--- src/rtl/imm_gen_stage.sv ---
// imm_gen_stage: registered immediate generator with a valid/ready handshake.
// Decodes I/S/B/J/U/Z/SHAMT immediates from a 32-bit instruction word, sign- or
// zero-extended to XLEN, and flags the reserved selector 3'b111.
// Optional feature macro: IMM_GEN_SKID_EN adds a skid register and a registered in_ready.
// Without it, in_ready = !out_valid | out_ready.

`ifndef DATA_WIDTH
`define DATA_WIDTH 32
`endif

module imm_gen_stage #(
  parameter int unsigned XLEN  = `DATA_WIDTH,
  parameter int unsigned TAG_W = 32
) (
  input  logic             clk,
  input  logic             rst_n,
  input  logic             in_valid,
  output logic             in_ready,
  input  logic [31:0]      in_instr,
  input  logic [2:0]       in_imm_sel,
  input  logic [TAG_W-1:0] in_tag,
  output logic             out_valid,
  input  logic             out_ready,
  output logic [XLEN-1:0]  out_imm,
  output logic [TAG_W-1:0] out_tag,
  output logic             out_err
);

`ifdef IMM_GEN_SKID_EN
  typedef enum logic [1:0] {StEmpty, StBusy, StFull} state_e;
`else
  typedef enum logic [1:0] {StEmpty, StBusy} state_e;
`endif

  state_e state_q, state_d;

  logic            in_xfer, out_xfer;
  logic            s;
  logic [XLEN-1:0] new_imm;
  logic            new_err;
  logic            load_main;

  logic [XLEN-1:0]  main_imm_q;
  logic [TAG_W-1:0] main_tag_q;
  logic             main_err_q;

  // Opcode bits never feed any immediate.
  logic unused_opcode;
  assign unused_opcode = ^in_instr[6:0];

  assign in_xfer  = in_valid & in_ready;
  assign out_xfer = out_valid & out_ready;
  assign s        = in_instr[31];

  // Immediate decode of the word currently offered at the input.
  always_comb begin
    new_imm = '0;
    new_err = 1'b0;
    unique case (in_imm_sel)
      3'b000: new_imm = {{(XLEN-12){s}}, in_instr[31:20]};
      3'b001: new_imm = {{(XLEN-12){s}}, in_instr[31:25], in_instr[11:7]};
      3'b010: new_imm = {{(XLEN-12){s}}, in_instr[7], in_instr[30:25], in_instr[11:8], 1'b0};
      3'b011: new_imm = {{(XLEN-20){s}}, in_instr[19:12], in_instr[20], in_instr[30:21], 1'b0};
      // Upper bits above 30 are copies of instr[31], which covers RV64 LUI/AUIPC.
      3'b100: new_imm = {{(XLEN-31){s}}, in_instr[30:12], 12'b0};
      3'b101: new_imm = {{(XLEN-5){1'b0}}, in_instr[19:15]};
      3'b110: begin
        if (XLEN == 64) new_imm = {{(XLEN-6){1'b0}}, in_instr[25:20]};
        else            new_imm = {{(XLEN-5){1'b0}}, in_instr[24:20]};
      end
      3'b111: new_err = 1'b1;
      default: new_err = 1'b1;
    endcase
  end

  // State register.
  always_ff @(posedge clk) begin
    if (!rst_n) state_q <= StEmpty;
    else        state_q <= state_d;
  end

  // Next-state logic.
  always_comb begin
    state_d = state_q;
    unique case (state_q)
      StEmpty: if (in_xfer) state_d = StBusy;
`ifdef IMM_GEN_SKID_EN
      StBusy: begin
        if (in_xfer && !out_xfer)      state_d = StFull;
        else if (!in_xfer && out_xfer) state_d = StEmpty;
      end
      StFull: if (out_xfer) state_d = StBusy;
`else
      StBusy: if (out_xfer && !in_xfer) state_d = StEmpty;
`endif
      default: state_d = StEmpty;
    endcase
  end

  // Handshake outputs; reset masks both so nothing transfers while rst_n is low.
  always_comb begin
    out_valid = rst_n && (state_q != StEmpty);
`ifdef IMM_GEN_SKID_EN
    in_ready  = rst_n && (state_q != StFull);
`else
    in_ready  = rst_n && ((state_q == StEmpty) || out_ready);
`endif
  end

`ifdef IMM_GEN_SKID_EN
  logic             load_skid, load_from_skid;
  logic [XLEN-1:0]  skid_imm_q;
  logic [TAG_W-1:0] skid_tag_q;
  logic             skid_err_q;

  // Route the accepted entry to main or skid, and refill main from skid on drain.
  always_comb begin
    load_main      = in_xfer && ((state_q == StEmpty) || ((state_q == StBusy) && out_xfer));
    load_skid      = in_xfer && (state_q == StBusy) && !out_xfer;
    load_from_skid = out_xfer && (state_q == StFull);
  end

  // Skid register.
  always_ff @(posedge clk) begin
    if (!rst_n) begin
      skid_imm_q <= '0;
      skid_tag_q <= '0;
      skid_err_q <= 1'b0;
    end else if (load_skid) begin
      skid_imm_q <= new_imm;
      skid_tag_q <= in_tag;
      skid_err_q <= new_err;
    end
  end

  // Main register, drives the outputs.
  always_ff @(posedge clk) begin
    if (!rst_n) begin
      main_imm_q <= '0;
      main_tag_q <= '0;
      main_err_q <= 1'b0;
    end else if (load_from_skid) begin
      main_imm_q <= skid_imm_q;
      main_tag_q <= skid_tag_q;
      main_err_q <= skid_err_q;
    end else if (load_main) begin
      main_imm_q <= new_imm;
      main_tag_q <= in_tag;
      main_err_q <= new_err;
    end
  end
`else
  // in_ready already guarantees main is empty or draining on an input transfer.
  always_comb begin
    load_main = in_xfer;
  end

  // Main register, drives the outputs.
  always_ff @(posedge clk) begin
    if (!rst_n) begin
      main_imm_q <= '0;
      main_tag_q <= '0;
      main_err_q <= 1'b0;
    end else if (load_main) begin
      main_imm_q <= new_imm;
      main_tag_q <= in_tag;
      main_err_q <= new_err;
    end
  end
`endif

  assign out_imm = main_imm_q;
  assign out_tag = main_tag_q;
  assign out_err = main_err_q;

endmodule

--- config.mk ---
export PLATFORM = sky130hd
export DESIGN_NAME = imm_gen_stage
export DESIGN_NICKNAME = d
export VERILOG_FILES = /design/src/rtl/imm_gen_stage.sv
export SDC_FILE = /design/constraint.sdc
export NUM_CORES = 1
export LEC_CHECK = 0
export ABC_CLOCK_PERIOD_IN_PS = 2600
export CAP_MARGIN = 20
export CORE_MARGIN = 3
export CORE_UTILIZATION = 45
export DETAILED_ROUTE_END_ITERATION = 12
export PLACE_DENSITY_LB_ADDON = 0.2
export SLEW_MARGIN = 20
export SYNTH_ARGS = -nofsm -noshare
export SYNTH_HDL_FRONTEND = slang
export SYNTH_SLANG_ARGS = --single-unit
--- constraint.sdc ---
create_clock -name clk -period 2.6 [get_ports clk]
set_input_delay 0.52 -clock clk [delete_from_list [all_inputs] [get_ports clk]]
set_output_delay 0.52 -clock clk [all_outputs]
set_load 0.005 [all_outputs]
After elaboration in Yosys (flattened, before gate mapping)
Index checks and enable logic that the tools add are counted.
{"block": "word_totals", "input_bits": 71, "elab_cells": 30, "output_inout_bits": 67, "ff_bits": 67}
{"block": "classes", "n_eq_ne": 10, "n_reduce_logical": 9, "bitwise": 2, "muxes": 5}
{"op": "$pmux W32 S7", "n": 1}
{"op": "$eq A3 B3 Y1 const B", "n": 4}
{"op": "$eq A3 B2 Y1 const B", "n": 2}
{"op": "$mux W2", "n": 2}
{"op": "$ne A2 B2 Y1 const B", "n": 2}
{"op": "$pmux W2 S2", "n": 1}
{"op": "$eq A3 B1 Y1 const B", "n": 1}
{"op": "$logic_and A1 B1 Y1", "n": 3}
{"op": "$logic_not A3 Y1", "n": 1}
{"op": "$and A1 B1 Y1", "n": 2}
{"op": "$eq A2 B1 Y1 const B", "n": 1}
{"op": "$logic_not A2 Y1", "n": 1}
{"op": "$reduce_and A2 Y1", "n": 1}
{"op": "$reduce_bool A2 Y1", "n": 1}
{"op": "$logic_not A1 Y1", "n": 1}
{"op": "$logic_or A1 B1 Y1", "n": 1}
{"op": "$mux W1", "n": 1}

Logic depth before layout (Yosys ltp)
Gate-level depths: netlist of run 1.
{"block": "depth", "depth_word": 8, "ltp_mapped": 6, "mapped_depth_nobuf": 3}

Worst setup path before layout of run 1
OpenSTA, ideal clock, no wires.
{"block": "synth_timing", "kind": "input to output", "from": "input rst_n", "to": "output in_ready", "arrival_time_ns": 1.137, "t_required_ns": 2.080, "path_buffers": 2, "setup_slack_ns": 0.943, "stages": 4, "cell_sequence": "buf_2 > inv_2 > clkbuf_1 > nor2_1"}
{"block": "synth_via", "elab_chain_cells": 1}
{"element": "from (decl)", "line": "16", "source": "input logic rst_n,"}
{"element": "$logic_and A1 B1 Y1", "line": "106", "source": "in_ready = rst_n && ((state_q == StEmpty) || out_ready);"}
{"element": "to (decl)", "line": "18", "source": "output logic in_ready,"}
Every way passes these cells.

Worst setup path after layout of run 1
Ends and elaborated chain as after synthesis.

==> results.md, run 1 <==
- Number of synthesized register bits: 66
- Post-synthesis cell type count: 43
- Share of the synthesized area in the top cell type: 43.0%
- Nets in the synthesized netlist: 424
- Clock skew: 0.00944 ns
- Post-Synthesis Cell Area: 3070 um^2
- Clock buffer depth: 2
- Vias/cell: 5.70
- Required arrival time at the worst endpoint: 2.08 ns
- Number of max-slew violations in the final report: 0
- Number of DRC violations after detailed routing: 0
- Outcome: completed
- Crit path max fanout: 3
- Antenna Violating Nets Remaining: 0
- Number of antenna violations at the first check in global routing: 0
- P&R area growth vs syn: 48.9%
- Cell with the most instances after synthesis: sky130_fd_sc_hd__dfxtp_1
- Most instantiated flip-flop cell in the synthesis netlist: sky130_fd_sc_hd__dfxtp_1
- TritonCTS buffer count: 9
- Type of the tightest min-delay check: flop to flop
- Core area: 6490 um^2
- Ranking of synthesized cells by area: sky130_fd_sc_hd__dfxtp_1, sky130_fd_sc_hd__a21oi_1, sky130_fd_sc_hd__o21ai_0
- Die area: 7850 um^2
- Peak VDD IR: 0.326 mV
- Chip height: 88.6 um
- Nets: 537
- Share of post-route cells with drive strength above 1: 11.7%
- Clock period minus worst slack: 2.21 ns
- Setup violation total in the final timing report: 0
- Worst hold path depth: 2
- Clock tree from TritonCTS: done
- Final cycle utilization of the critical path: 85.1%
- Count of clock tree sinks: 66
- Aggregate routed wire length: 9030 um
- Width of the chip: 88.6 um
- Overall Power: 2.47 mW
- Async set-or-reset flop fraction in the synthesized netlist: 0%
- DR iter-0 viols: 214
- Worst slew margin: 66.0%
- First-pass GRT wire length: 14300 um
- H-tree levels: 3
- Nature of the critical path endpoint: output port
- Critical Path Source Type: input port
- Later-pin clock latency in the skew report: 0.33 ns
- Mean routed wirelength per cell: 16.5 um
- Combined global-route utilization of all metal layers: 23.2%
- CTS Hold Bufs: 0
- Unrepaired setup endpoints after global routing: no
- Post-synth top area cell: sky130_fd_sc_hd__dfxtp_1
- Synthesis warning total: 0
- Diodes inserted: 0
- Top achievable clock speed: 0.452 GHz
- Leakage power of the design: 1.67 nW
- Setup Total Neg Slack: 0 ns
- Power density cells: 540 nW/um^2
- Syn Area/Cell: 8.70 um^2
- Cell count after synthesis: 353
- Post-CTS resize count: 0
- GPL Wtd Cong: 0.763
- # Post-CTS Setup Buffers: 0
- Post-DP HPWL: 6260 um
- Max-cap violation count: 0
- Measured slew at the worst slew-check pin: 0.508 ns
- Logic depth of the worst register-to-register path: 5
- Clock root cell: sky130_fd_sc_hd__clkbuf_8
- Portion of the post-synthesis area used by sequential elements: 43.0%
- Critical path arrival: 1.69 ns
- Total congestion overflow: 0
- Number of global-route vias before repair: 2896
- Post-synth EDFFs: 0
- Total number of vias: 3124
- Top-level port count: 138
- Effective utilization at floorplan: 47.3%
- Maximum number of pins on one net before global-route repair: 44
- Port bufs: 130
- Clock transition at the registers of the reported paths: 0.06 ns
- Cell types with the highest counts after synthesis: sky130_fd_sc_hd__dfxtp_1, sky130_fd_sc_hd__a21oi_1, sky130_fd_sc_hd__o21ai_0, sky130_fd_sc_hd__nand3_1, sky130_fd_sc_hd__clkbuf_1
- Number of iterations in the first detailed-routing pass: 4
- Number of hold violations in the final report: 0
- Worst Setup Path Type: input port to output port
- Number of core rows: 29
==> area by class of cell <==
| cell class | instances | area [um^2] |
|---|---|---|
| Inverter | 2 | 7.51 |
| Fill cell | 517 | 1920 |
| Sequential cell | 66 | 1320 |
| Timing Repair Buffer | 144 | 1400 |
| Multi-Input combinational cell | 243 | 1540 |
| Tap cell | 77 | 96.3 |
| Clock buffer | 11 | 141 |
| Clock inverter | 5 | 62.6 |
==> cell usage in the layout (no fill, tap or decap), types with 2 or more instances in the layout <==
cell type                           n
sky130_fd_sc_hd__clkdlybuf4s50_1  129
sky130_fd_sc_hd__dfxtp_1           66
sky130_fd_sc_hd__a21oi_1           55
sky130_fd_sc_hd__o21ai_0           42
sky130_fd_sc_hd__nand3_1           41
sky130_fd_sc_hd__buf_4             14
sky130_fd_sc_hd__and2_1            13
sky130_fd_sc_hd__a311oi_1          11
sky130_fd_sc_hd__o221a_2           11
sky130_fd_sc_hd__clkbuf_8          10
sky130_fd_sc_hd__nand2_1            9
sky130_fd_sc_hd__a21o_1             8
sky130_fd_sc_hd__mux2_2             7
sky130_fd_sc_hd__nand4b_1           6
sky130_fd_sc_hd__nor2_1             4
sky130_fd_sc_hd__a22oi_1            3
sky130_fd_sc_hd__and4b_1            3
sky130_fd_sc_hd__a31oi_1            3
sky130_fd_sc_hd__mux2i_1            3
sky130_fd_sc_hd__nand2b_1           3
sky130_fd_sc_hd__and3b_1            3
sky130_fd_sc_hd__clkinvlp_4         2
==> layer usage <==
metal / GRT usage (%) / routed length, um
met3: 5.12 / 561
met2: 36.0 / 4470
met1: 32.4 / 3950
met5: 0 / 0
met4: 6.73 / 42
==> final timing paths <==
check	slack [ns]	to	startpoint
worst max-delay path	0.39	in_ready	rst_n
worst min-delay path	0.47	out_imm[5]	out_imm[5]
worst max register to register	1.09	out_imm[28]	state_q[0]
worst min register to register	0.47	out_imm[5]	out_imm[5]
==> critical path, cell delays in order <==
cell,delay (ns)
sky130_fd_sc_hd__clkdlybuf4s50_1,0.51
sky130_fd_sc_hd__inv_2,0.06
sky130_fd_sc_hd__nor2_1,0.10
sky130_fd_sc_hd__clkdlybuf4s50_1,0.50
==> where the power goes <==
group | internal (mW) | leakage [nW] | switching, mW
Clock | 0.475 | 0.0962 | 0.399
Combinational | 0.287 | 1.03 | 0.201
Sequential | 1.08 | 0.544 | 0.0333
==> cells by family after synthesis <==
family | Yosys count | share of synthesized area [%]
muxes | 11 | 4.28
and+or+nand+nor | 93 | 17.8
buffers and inverters | 44 | 6.92
AOI/OAI and AO/OA | 139 | 27.9
DFF | 66 | 43.0
==> metrics by stage <==
step                      util [%]  std cells  worst slack [ns]  area (um^2)  hold WS (ns)
after CTS                     70.4        548             0.386         4570         0.475
final                         70.4        548             0.387         4570         0.474
after floorplan                  -        353             0.943         3070         0.463
after global placement        67.3        532             0.366         4370         0.455
after detailed placement      67.3        532             0.383         4370         0.465
after global routing          70.4        548             0.322         4570         0.501
==> flip-flops by register name (all words and copies together), names as in the netlist <==
signal / count
out_imm: 32
out_tag: 32
out_err: 1
state_q: 1
Note: power is estimated with default switching activity, not from simulation.
==> run 2: changes to the inputs <==
--- a/config.mk
+++ b/config.mk
@@ -6,10 +6,10 @@
 export NUM_CORES = 1
 export LEC_CHECK = 0
 export ABC_CLOCK_PERIOD_IN_PS = 2600
-export CAP_MARGIN = 20
 export CORE_MARGIN = 3
 export CORE_UTILIZATION = 45
 export DETAILED_ROUTE_END_ITERATION = 12
+export GPL_TIMING_DRIVEN = 0
 export PLACE_DENSITY_LB_ADDON = 0.2
 export SLEW_MARGIN = 20
 export SYNTH_ARGS = -nofsm -noshare
==> run 2 against run 1 <==
Compared with the run above:
- combinational power increased by 4%
- non-clock buffer count increased by 24
- sequential share of layout area decreased by 0.50 points
- critical path depth increased by 1
- first-iteration DRC count decreased by 2.8%
- utilization increased by 1.2 points
- setup slack got worse by 0.22 ns
- count of clock-buffer cells in the layout decreased by 1
- sequential cell count unchanged
- cell count increased by 4.4%
==> results.md, run 2 (same netlist as run 1, synthesis figures left out) <==
- Critical Path Source Type: input port
- Max-cap violation count: 0 (unchanged)
- Clock transition at the registers of the reported paths: 0.07 ns (about the same)
- Critical path arrival: 1.92 ns (+0.23 ns)
- Later-pin clock latency in the skew report: 0.34 ns (about the same)
- Die area: 7850 um^2 (unchanged)
- GPL Wtd Cong: 0.835 (+9.4%)
- Worst slew margin: 63.2% (-2.8 points)
- Number of core rows: 29 (unchanged)
- First-pass GRT wire length: 15600 um (+9.1%)
- Clock skew: 0.00982 ns (+0.000377 ns)
- Mean routed wirelength per cell: 17.4 um (+5.6%)
- Slowest cell on the critical path: sky130_fd_sc_hd__clkdlybuf4s50_1
- Clock period minus worst slack: 2.44 ns (+0.223 ns)
- Width of the chip: 88.6 um (unchanged)
- Nets: 561 (+4.5%)
- Final cycle utilization of the critical path: 93.7% (+8.6 points)
- Unrepaired setup endpoints after global routing: no
- Share of post-route cells with drive strength above 1: 11.3% (-0.36 points)
- Most used cells in the layout excluding fill and tap cells: sky130_fd_sc_hd__clkdlybuf4s50_1, sky130_fd_sc_hd__dfxtp_1, sky130_fd_sc_hd__a21oi_1, sky130_fd_sc_hd__o21ai_0, sky130_fd_sc_hd__nand3_1
- Antenna Violating Nets Remaining: 0 (unchanged)
- P&R area growth vs syn: 51.5%
- Aggregate routed wire length: 9950 um (+10%)
- Top achievable clock speed: 0.410 GHz (-9.2%)
- Total number of vias: 3374 (+8.0%)
- Number of iterations in the first detailed-routing pass: 5 (+1)
- Type of the tightest min-delay check: flop to flop
- Number of antenna violations at the first check in global routing: 0 (unchanged)
- Minimum setup slack after placement: -0.129 ns (-0.512 ns)
- DR iter-0 viols: 208 (-2.8%)
- Power density cells: 553 nW/um^2 (+2.4%)
- Number of global-route vias before repair: 3215 (+11%)
- Ordered cell list for the critical path: clkdlybuf4s50_1 -> nor2b_1 -> clkbuf_2 -> nor2_1 -> clkdlybuf4s50_1
- Count of clock tree sinks: 66 (unchanged)
- Worst Setup Path Type: input port to output port
- Peak VDD IR: 0.340 mV (+4.2%)
- Overall Power: 2.57 mW (+4.2%)
- Combined global-route utilization of all metal layers: 25.2% (+1.9 points)
- Maximum number of pins on one net before global-route repair: 13 (-70%)
- Core area: 6490 um^2 (unchanged)
- Clock buffer depth: 2 (unchanged)
- Area after detailed placement: 4440 um^2 (+1.6%)
- Cell with the most instances on the worst path: sky130_fd_sc_hd__clkdlybuf4s50_1
- H-tree levels: 3 (unchanged)
- Required arrival time at the worst endpoint: 2.08 ns (about the same)
- Clock tree from TritonCTS: done
- Leakage power of the design: 1.70 nW (+1.9%)
- Setup slack after layout: 0.164 ns (-0.223 ns)
- Worst hold margin: 0.476 ns (+0.00192 ns)
- Nature of the critical path endpoint: output port
- Number of DRC violations after detailed routing: 0 (unchanged)
- Longest individual stage delay on the worst path: 0.51 ns (about the same)
- Setup violation total in the final timing report: 0 (unchanged)
- TritonCTS buffer count: 9 (unchanged)
- Diodes inserted: 0 (unchanged)
- # Post-CTS Setup Buffers: 0 (unchanged)
- Post-DP HPWL: 7240 um (+16%)
- Top-level port count: 138 (unchanged)
- Effective utilization at floorplan: 47.3% (unchanged)
- Number of hold violations in the final report: 0 (unchanged)
- Outcome: completed
- Number of max-slew violations in the final report: 0 (unchanged)
- Most frequent standard cell in the layout excluding fill and tap cells: sky130_fd_sc_hd__clkdlybuf4s50_1
- Vias/cell: 5.90 (+3.5%)
- Total congestion overflow: 0 (unchanged)
- Crit path max fanout: 17 (+14)
- Clock root cell: sky130_fd_sc_hd__clkbuf_8
- Measured slew at the worst slew-check pin: 0.552 ns (+0.0443 ns)
- Port bufs: 127 (-2.3%)
- Chip height: 88.6 um (unchanged)
- Share of the core filled with cells in the final layout: 71.6% (+1.2 points)
- Design Area, Final: 4650 um^2 (+1.8%)
-- run 2: changes by cell type in the layout (fill, tap and decap cells not counted), moves of 2 or more --
| cell | previous run | this run |
|---|---|---|
| sky130_fd_sc_hd__clkbuf_1 | 1 | 23 |
| sky130_fd_sc_hd__buf_2 | 1 | 12 |
| sky130_fd_sc_hd__clkbuf_2 | 0 | 2 |
| sky130_fd_sc_hd__clkdlybuf4s50_1 | 129 | 127 |
| sky130_fd_sc_hd__buf_4 | 14 | 2 |
-- run 2: stage by stage --
| step | TNS [ns] | std cells |
|---|---|---|
| global placement | -0.0870 | 557 |
| global route | 0 | 572 |
| finish | 0 | 572 |
| CTS | 0 | 573 |
| detailed placement | -0.129 | 557 |
| floorplan | 0 | 353 |
-- run 2: where the power goes --
group          switching [mW]  internal (mW)
combinational           0.217          0.291
clock                   0.417          0.542
sequential             0.0332           1.08
-- run 2: final cells by class --
cell class                 instances  area, um^2
fill                             514        1840
multi-input combinational        243        1540
sequential                        66        1320
timing repair buffer             127        1270
buffer                            41         203
clock buffer                      10         128
tap                               77        96.3
clock inverter                     6        88.8
inverter                           2        7.51
-- run 2: final timing paths --
kind,end,cells past startpoint,slack [ns],from
max,in_ready,5,0.16,out_ready
min reg2reg,out_tag[30],2,0.48,out_tag[30]
max reg2reg,out_tag[26],5,1.03,state_q[0]
min,out_tag[30],2,0.48,out_tag[30]
-- run 2: routing by layer --
metal / global-route usage (%) / vias up / part of all wire [%]
met3: 4.10 / 14 / 6.5
met4: 8.10 / 0 / 1.6
met5: 0 / - / 0
met2: 41.2 / 161 / 48
met1: 33.9 / 1624 / 43
li1: - / 1575 / -
-- run 2: critical path: cells and delay by family --
kind                   cells  cell delay (ns)
buffers and inverters      3             1.21
AND/OR/NAND/NOR            2             0.19
-- run 2: timing repair --
action / 4_1_cts / 5_1_grt
setup endpoints to repair: 1 / 1
hold buffers: 0 / 0
resized for setup: 2 / 0
pin swaps: 0 / 0
